$ cat config.mk
export PLATFORM = sky130hd
export DESIGN_NAME = eth_sw_rd_arbiter_flat
export DESIGN_NICKNAME = d
export VERILOG_FILES = /design/src/rtl/eth_sw_pkg.sv /design/src/rtl/eth_sw_rd_arbiter_if.sv /design/src/rtl/eth_rr_pick.sv /design/src/rtl/eth_sw_rd_arbiter.sv /design/src/flat_wrapper.sv
export SDC_FILE = /design/constraint.sdc
export NUM_CORES = 1
export LEC_CHECK = 0
export BUFFER_PORTS_ARGS = -buffer_cell sky130_fd_sc_hd__buf_2
export CAP_MARGIN = 20
export CORE_MARGIN = 8
export CORE_UTILIZATION = 48
export DETAILED_ROUTE_END_ITERATION = 12
export GPL_TIMING_DRIVEN = 0
export PLACE_DENSITY = 0.75
export SLEW_MARGIN = 15
export SYNTH_ARGS = -nofsm -noshare
export SYNTH_HDL_FRONTEND = slang
export SYNTH_SLANG_ARGS = --single-unit
$ cat constraint.sdc
create_clock -name clk -period 1.9 [get_ports clk]
set_input_delay 0.19 -clock clk [delete_from_list [all_inputs] [get_ports clk]]
set_output_delay 0.19 -clock clk [all_outputs]
set_load 0.02 [all_outputs]
$ cat src/rtl/eth_sw_pkg.sv
// rtl/eth_sw_pkg.sv - shared types and constants for the 2x2 switch
package eth_sw_pkg;

    typedef enum logic [1:0] {
        IDLE = 2'd0,
        WAIT = 2'd1,
        GAP  = 2'd2
    } arb_state_e;

    localparam int PORT_A     = 0;
    localparam int PORT_B     = 1;
    localparam int PORT_COUNT = 2;

endpackage

$ cat src/rtl/eth_sw_rd_arbiter_if.sv
// rtl/eth_sw_rd_arbiter_if.sv - ingress FIFO / crossbar handshake bundle for the read arbiter
interface eth_sw_rd_arbiter_if;
    import eth_sw_pkg::*;

    logic [PORT_COUNT-1:0] fifo_empty;
    logic [PORT_COUNT-1:0] fifo_valid;
    logic [PORT_COUNT-1:0] head_dest;
    logic [PORT_COUNT-1:0] out_ready;
    logic [PORT_COUNT-1:0] rd_en;
    logic                  fwd_strobe;
    logic                  fwd_src;

    modport master (
        input  fifo_empty,
        input  fifo_valid,
        input  head_dest,
        input  out_ready,
        output rd_en,
        output fwd_strobe,
        output fwd_src
    );

    modport slave (
        output fifo_empty,
        output fifo_valid,
        output head_dest,
        output out_ready,
        input  rd_en,
        input  fwd_strobe,
        input  fwd_src
    );

endinterface

$ cat src/rtl/eth_rr_pick.sv
// rtl/eth_rr_pick.sv - combinational two-requester round-robin picker
module eth_rr_pick (
    input  logic [1:0] elig,
    input  logic       last_grant,
    output logic       any,
    output logic       g
);

    // Prefer the port that did not win last; otherwise the lone requester.
    always_comb begin
        any = |elig;
        g   = elig[~last_grant] ? ~last_grant : last_grant;
    end

endmodule

$ cat src/rtl/eth_sw_rd_arbiter.sv
// rtl/eth_sw_rd_arbiter.sv - ingress FIFO read scheduler with round-robin grant and statistics
module eth_sw_rd_arbiter
    import eth_sw_pkg::*;
#(
    parameter int TIMEOUT   = 8,
    parameter int CNT_WIDTH = 16
) (
    input  logic                 clk,
    input  logic                 rstn,
    input  logic                 arb_en,
    eth_sw_rd_arbiter_if.master  arb,
    output logic                 err_timeout,
    output logic                 busy,
    output logic [CNT_WIDTH-1:0] gnt_cnt_a,
    output logic [CNT_WIDTH-1:0] gnt_cnt_b
);

    localparam int WCW = $clog2(TIMEOUT);
    localparam logic [WCW-1:0] WAIT_LAST = WCW'(TIMEOUT - 1);

    arb_state_e            state, state_n;
    logic                  last_grant, last_grant_n;
    logic [WCW-1:0]        wait_cnt, wait_cnt_n;
    logic [PORT_COUNT-1:0] rd_en_q, rd_en_n;
    logic                  strobe_q, strobe_n;
    logic                  src_q, src_n;
    logic                  err_n, busy_n;
    logic [CNT_WIDTH-1:0]  cnt_a_n, cnt_b_n;

    logic [PORT_COUNT-1:0] elig;
    logic                  any;
    logic                  g;

    // A head packet is only worth reading if its egress port can take it.
    always_comb begin
        elig = '0;
        for (int i = PORT_A; i < PORT_COUNT; i++) begin
            elig[i] = ~arb.fifo_empty[i] & arb.out_ready[arb.head_dest[i]];
        end
    end

    eth_rr_pick u_pick (
        .elig       (elig),
        .last_grant (last_grant),
        .any        (any),
        .g          (g)
    );

    always_comb begin
        state_n      = state;
        last_grant_n = last_grant;
        wait_cnt_n   = wait_cnt;
        rd_en_n      = '0;
        strobe_n     = 1'b0;
        src_n        = src_q;
        err_n        = 1'b0;
        cnt_a_n      = gnt_cnt_a;
        cnt_b_n      = gnt_cnt_b;

        case (state)
            IDLE: begin
                if (arb_en && any) begin
                    rd_en_n      = g ? 2'b10 : 2'b01;
                    src_n        = g;
                    last_grant_n = g;
                    wait_cnt_n   = '0;
                    state_n      = WAIT;
                end
            end
            WAIT: begin
                // Valid takes priority over an expiring timeout in the same cycle.
                if (arb.fifo_valid[src_q]) begin
                    strobe_n = 1'b1;
                    if (src_q) begin
                        if (gnt_cnt_b != '1) cnt_b_n = gnt_cnt_b + CNT_WIDTH'(1);
                    end else begin
                        if (gnt_cnt_a != '1) cnt_a_n = gnt_cnt_a + CNT_WIDTH'(1);
                    end
                    state_n = GAP;
                end else if (wait_cnt == WAIT_LAST) begin
                    err_n   = 1'b1;
                    state_n = GAP;
                end else begin
                    wait_cnt_n = wait_cnt + WCW'(1);
                end
            end
            GAP: begin
                state_n = IDLE;
            end
            default: begin
                state_n = IDLE;
            end
        endcase

        busy_n = (state_n != IDLE);
    end

    always_ff @(posedge clk) begin
        if (!rstn) begin
            state       <= IDLE;
            last_grant  <= 1'b1;
            wait_cnt    <= '0;
            rd_en_q     <= '0;
            strobe_q    <= 1'b0;
            src_q       <= 1'b0;
            err_timeout <= 1'b0;
            busy        <= 1'b0;
            gnt_cnt_a   <= '0;
            gnt_cnt_b   <= '0;
        end else begin
            state       <= state_n;
            last_grant  <= last_grant_n;
            wait_cnt    <= wait_cnt_n;
            rd_en_q     <= rd_en_n;
            strobe_q    <= strobe_n;
            src_q       <= src_n;
            err_timeout <= err_n;
            busy        <= busy_n;
            gnt_cnt_a   <= cnt_a_n;
            gnt_cnt_b   <= cnt_b_n;
        end
    end

    assign arb.rd_en      = rd_en_q;
    assign arb.fwd_strobe = strobe_q;
    assign arb.fwd_src    = src_q;

endmodule

$ cat src/flat_wrapper.sv
// flat-port wrapper written by rule: the top's interface ports become plain ports
module eth_sw_rd_arbiter_flat import eth_sw_pkg::*;
#(
    parameter int TIMEOUT   = 8,
    parameter int CNT_WIDTH = 16
)
  (clk, rstn, arb_en, err_timeout, busy, gnt_cnt_a, gnt_cnt_b, arb_fifo_empty, arb_fifo_valid, arb_head_dest, arb_out_ready, arb_rd_en, arb_fwd_strobe, arb_fwd_src);
  eth_sw_rd_arbiter_if arb_i ();
  input  logic clk;
  input  logic rstn;
  input  logic arb_en;
  output logic err_timeout;
  output logic busy;
  output logic [CNT_WIDTH-1:0] gnt_cnt_a;
  output logic [CNT_WIDTH-1:0] gnt_cnt_b;
  input wire logic [$bits(arb_i.fifo_empty)-1:0] arb_fifo_empty;
  input wire logic [$bits(arb_i.fifo_valid)-1:0] arb_fifo_valid;
  input wire logic [$bits(arb_i.head_dest)-1:0] arb_head_dest;
  input wire logic [$bits(arb_i.out_ready)-1:0] arb_out_ready;
  output wire logic [$bits(arb_i.rd_en)-1:0] arb_rd_en;
  output wire logic [$bits(arb_i.fwd_strobe)-1:0] arb_fwd_strobe;
  output wire logic [$bits(arb_i.fwd_src)-1:0] arb_fwd_src;
  assign arb_i.fifo_empty = arb_fifo_empty;
  assign arb_i.fifo_valid = arb_fifo_valid;
  assign arb_i.head_dest = arb_head_dest;
  assign arb_i.out_ready = arb_out_ready;
  assign arb_rd_en = arb_i.rd_en;
  assign arb_fwd_strobe = arb_i.fwd_strobe;
  assign arb_fwd_src = arb_i.fwd_src;
  eth_sw_rd_arbiter #(.TIMEOUT(TIMEOUT), .CNT_WIDTH(CNT_WIDTH)) u_core (.clk(clk), .rstn(rstn), .arb_en(arb_en), .arb(arb_i), .err_timeout(err_timeout), .busy(busy), .gnt_cnt_a(gnt_cnt_a), .gnt_cnt_b(gnt_cnt_b));
endmodule
==> metrics.yaml <==
outcome:
  status: "complete, no violations"
floorplan:
  start_util_pct: 50.5
  io_pins: 49
  coreArea_um2: 4410
  die_area_um2: 7080
  row_count: 24
  die_h_um: 84.2
  die_w_um: 84.2
synthesis:
  synth_area_per_cell_um2: 8.54
  synth_cells: 261
  synthFlopType: "dfxtp_1"
  syn-cell-area_um2: 2230
  yosys.cell_types.count: 51
  yosysWarnings: 0
  ys_seq_elements: 44
  synth_edf_count: 0
  ys_seq_area_share_pct: 39.5
  syn_nets: 276
  async_flop_share_pct: 0
grt:
  grt_pass1_wl_mm: 10.4
  antenna_found_initial: 0
  grt_overflow: 0
  grt_max_degree: 15
  first_global_vias: 2270
  track_usage_pct: 17.0
drt:
  wl_mm: 6.36
  vias_per_cell: 6.38
  wl_per_cell_um: 16.9
  ant_nets: 0
  via_count: 2398
  post-route-drc-count: 0
  first_iter_violations: 211
  drtPass1Iterations: 5
finish:
  layout.nets: 338
  final_layout_size_suffix_gt1_share_pct: 30.2
  final_util_pct: 63.9
  diodes: 0
  flow.area_growth_from_synthesis_pct: 26.4
place:
  dpl_worst_slack_ps: -202
  gp_congestion: 0.890
  hpwl_mm: 4.31
  numPortBuffers: 48
cts:
  htreeDepth: 2
  clk_latency_ps: 300
  clk_pin_slew_ps: 90
  cts_tree: "done"
  numCtsBuffers: 5
  clk_path_buf_depth: 2
  cts-root-buf: "clkbuf_8"
  cts.sinks: 44
power:
  ir_worst_vdd_mv: 0.406
  power_mw: 1.77
  cellLeakagePower_nw: 1.14
  p_per_area_nw_per_um2: 627
worst_setup_path:
  r2r_end: "u_core.gnt_cnt_b[15]"
  cp_slowest_cell: "or4_4"
  crit_arrival_ps: 2020
  path_max_fanout: 9
  setup.worst_path.end: "u_core.gnt_cnt_b[15]"
  r2r_start: "u_core.state[1]"
  critPathLaunchType: "register"
  critPathTopFamily: "simple AND/OR/NAND/NOR gates"
  worstPathRequired_ps: 2090
  max_stage_delay_ps: 580
  critical_path_class: "register to register"
  path_depth: 4
  crit_chain: "nand4b_4 -> or4_4 -> or2_4 -> o311a_1"
  cp-end-kind: "register"
  r2r_setup_slack_ps: 80
  r2r_cells: 4
  cp_num_buf_inv: 0
  startpoint: "u_core.state[1]"
sta:
  period_needed_ps: 1820
  slew_headroom_pct: 57.9
  rsz0062_at_grt: "true"
  hold_violations: 0
  fmaxAchievable_mhz: 549
  setup_violations: 0
  fin_skew_ps: 3.10
  fin_crit_sh_pct: 95.9
  drv_slew: 0
  final.setup.worst_slack_ps: 77.7
  tightest_slew_ps: 632
run:
  max-cap-violations: 0
hold_path:
  hp-class: "input pin to register"
## how the worst min path moves through the flow
stage | start | cells past startpoint | to | slack, ps
2_1_floorplan | rstn | 2 | u_core.gnt_cnt_a[5] | 340
3_3_place_gp | u_core.wait_cnt[0] | 1 | u_core.wait_cnt[0] | 460
3_5_place_dp | u_core.gnt_cnt_b[7] | 1 | u_core.gnt_cnt_b[7] | 480
4_1_cts | arb_fifo_empty[0] | 3 | u_core.arb.rd_en[0] | 180
5_1_grt | rstn | 3 | u_core.gnt_cnt_a[5] | 190
6_report | rstn | 3 | u_core.gnt_cnt_a[5] | 170
## through the flow
| stage | setup TNS (ps) | cells | hold slack [ps] | area [um2] |
|---|---|---|---|---|
| 2_1_floorplan | 0 | 261 | 343 | 2240 |
| 3_3_place_gp | -503 | 361 | 458 | 2550 |
| 3_5_place_dp | -860 | 361 | 480 | 2550 |
| 4_1_cts | 0 | 372 | 183 | 2720 |
| 5_1_grt | -42.7 | 376 | 194 | 2820 |
| 6_report | 0 | 376 | 175 | 2820 |
## final cells by class
class | count | area [um2]
Inverter | 7 | 26.3
Buffer | 7 | 31.3
Fill cell | 383 | 1600
Clock buffer | 5 | 68.8
Multi-Input combinational cell | 201 | 1370
Sequential cell | 44 | 905
Tap cell | 52 | 65.1
Timing Repair Buffer | 57 | 308
Clock inverter | 3 | 42.5
## flip-flops by register name (all words and copies together) (netlist names)
name / cells
u_core.gnt_cnt_a: 16
u_core.arb.fwd_strobe: 1
u_core.last_grant: 1
u_core.err_timeout: 1
u_core.state: 2
u_core.busy: 1
u_core.arb.rd_en: 2
u_core.wait_cnt: 3
u_core.arb.fwd_src: 1
u_core.gnt_cnt_b: 16
## power breakdown
| group | switching (mW) | leakage, nW | total (mW) | internal [mW] |
|---|---|---|---|---|
| clock | 0.333 | 0.0541 | 0.722 | 0.389 |
| sequential | 0.0107 | 0.362 | 0.938 | 0.927 |
| combinational | 0.0682 | 0.725 | 0.106 | 0.0382 |
## timing repair
action,CTS,global route
buffers inserted,3,6
resized for setup,11,19
hold buffers,0,0
hold endpoints to repair,0,0
endpoints found under the setup margin,8,23
pin swaps,1,4
## synth_stat cells, types with 6 or more instances
library cell / instances / share of area, %
a21oi_1: 20 / 4.5
o31ai_1: 13 / 4.4
inv_1: 7 / 1.2
nor3_1: 7 / 1.6
nand4_1: 15 / 4.2
nand3_1: 14 / 3.1
nor2_1: 16 / 2.7
or4_1: 10 / 3.4
dfxtp_1: 44 / 40
nor4_1: 6 / 1.7
and3_1: 6 / 1.7
o21ai_0: 8 / 1.8
or3_1: 6 / 1.7
nand2_1: 23 / 3.9
## logic make-up after synthesis
family / Yosys count / synth area share [%]
and+or+nand+nor: 125 / 32.6
AOI/OAI and AO/OA: 67 / 20.5
DFF: 44 / 39.5
buffers and inverters: 16 / 2.86
muxes: 5 / 2.30
adders and majority gates: 4 / 2.24
## per-layer routing
| metal | GRT usage [%] | routed length, um |
|---|---|---|
| met1 | 19.7 | 2590 |
| met2 | 29.1 | 3190 |
| met3 | 4.73 | 474 |
| met4 | 6.12 | 104 |
| met5 | 0 | 0 |
## tightest hold or removal path: stages
cell	delay [ps]
buf_2	130
nand2b_1	70
o31ai_1	50
## cell usage in the layout (no fill, tap or decap), types with 8 or more instances in the layout
cell,netlist,layout
o21ai_0,8,8
nand3_1,14,14
nand4_1,15,15
nor2_1,16,15
buf_2,3,49
buf_4,0,9
o31ai_1,13,12
dfxtp_1,44,33
a21oi_1,20,20
or4_1,10,9
nand2_1,23,23
Power figures use the tool's default switching activity.
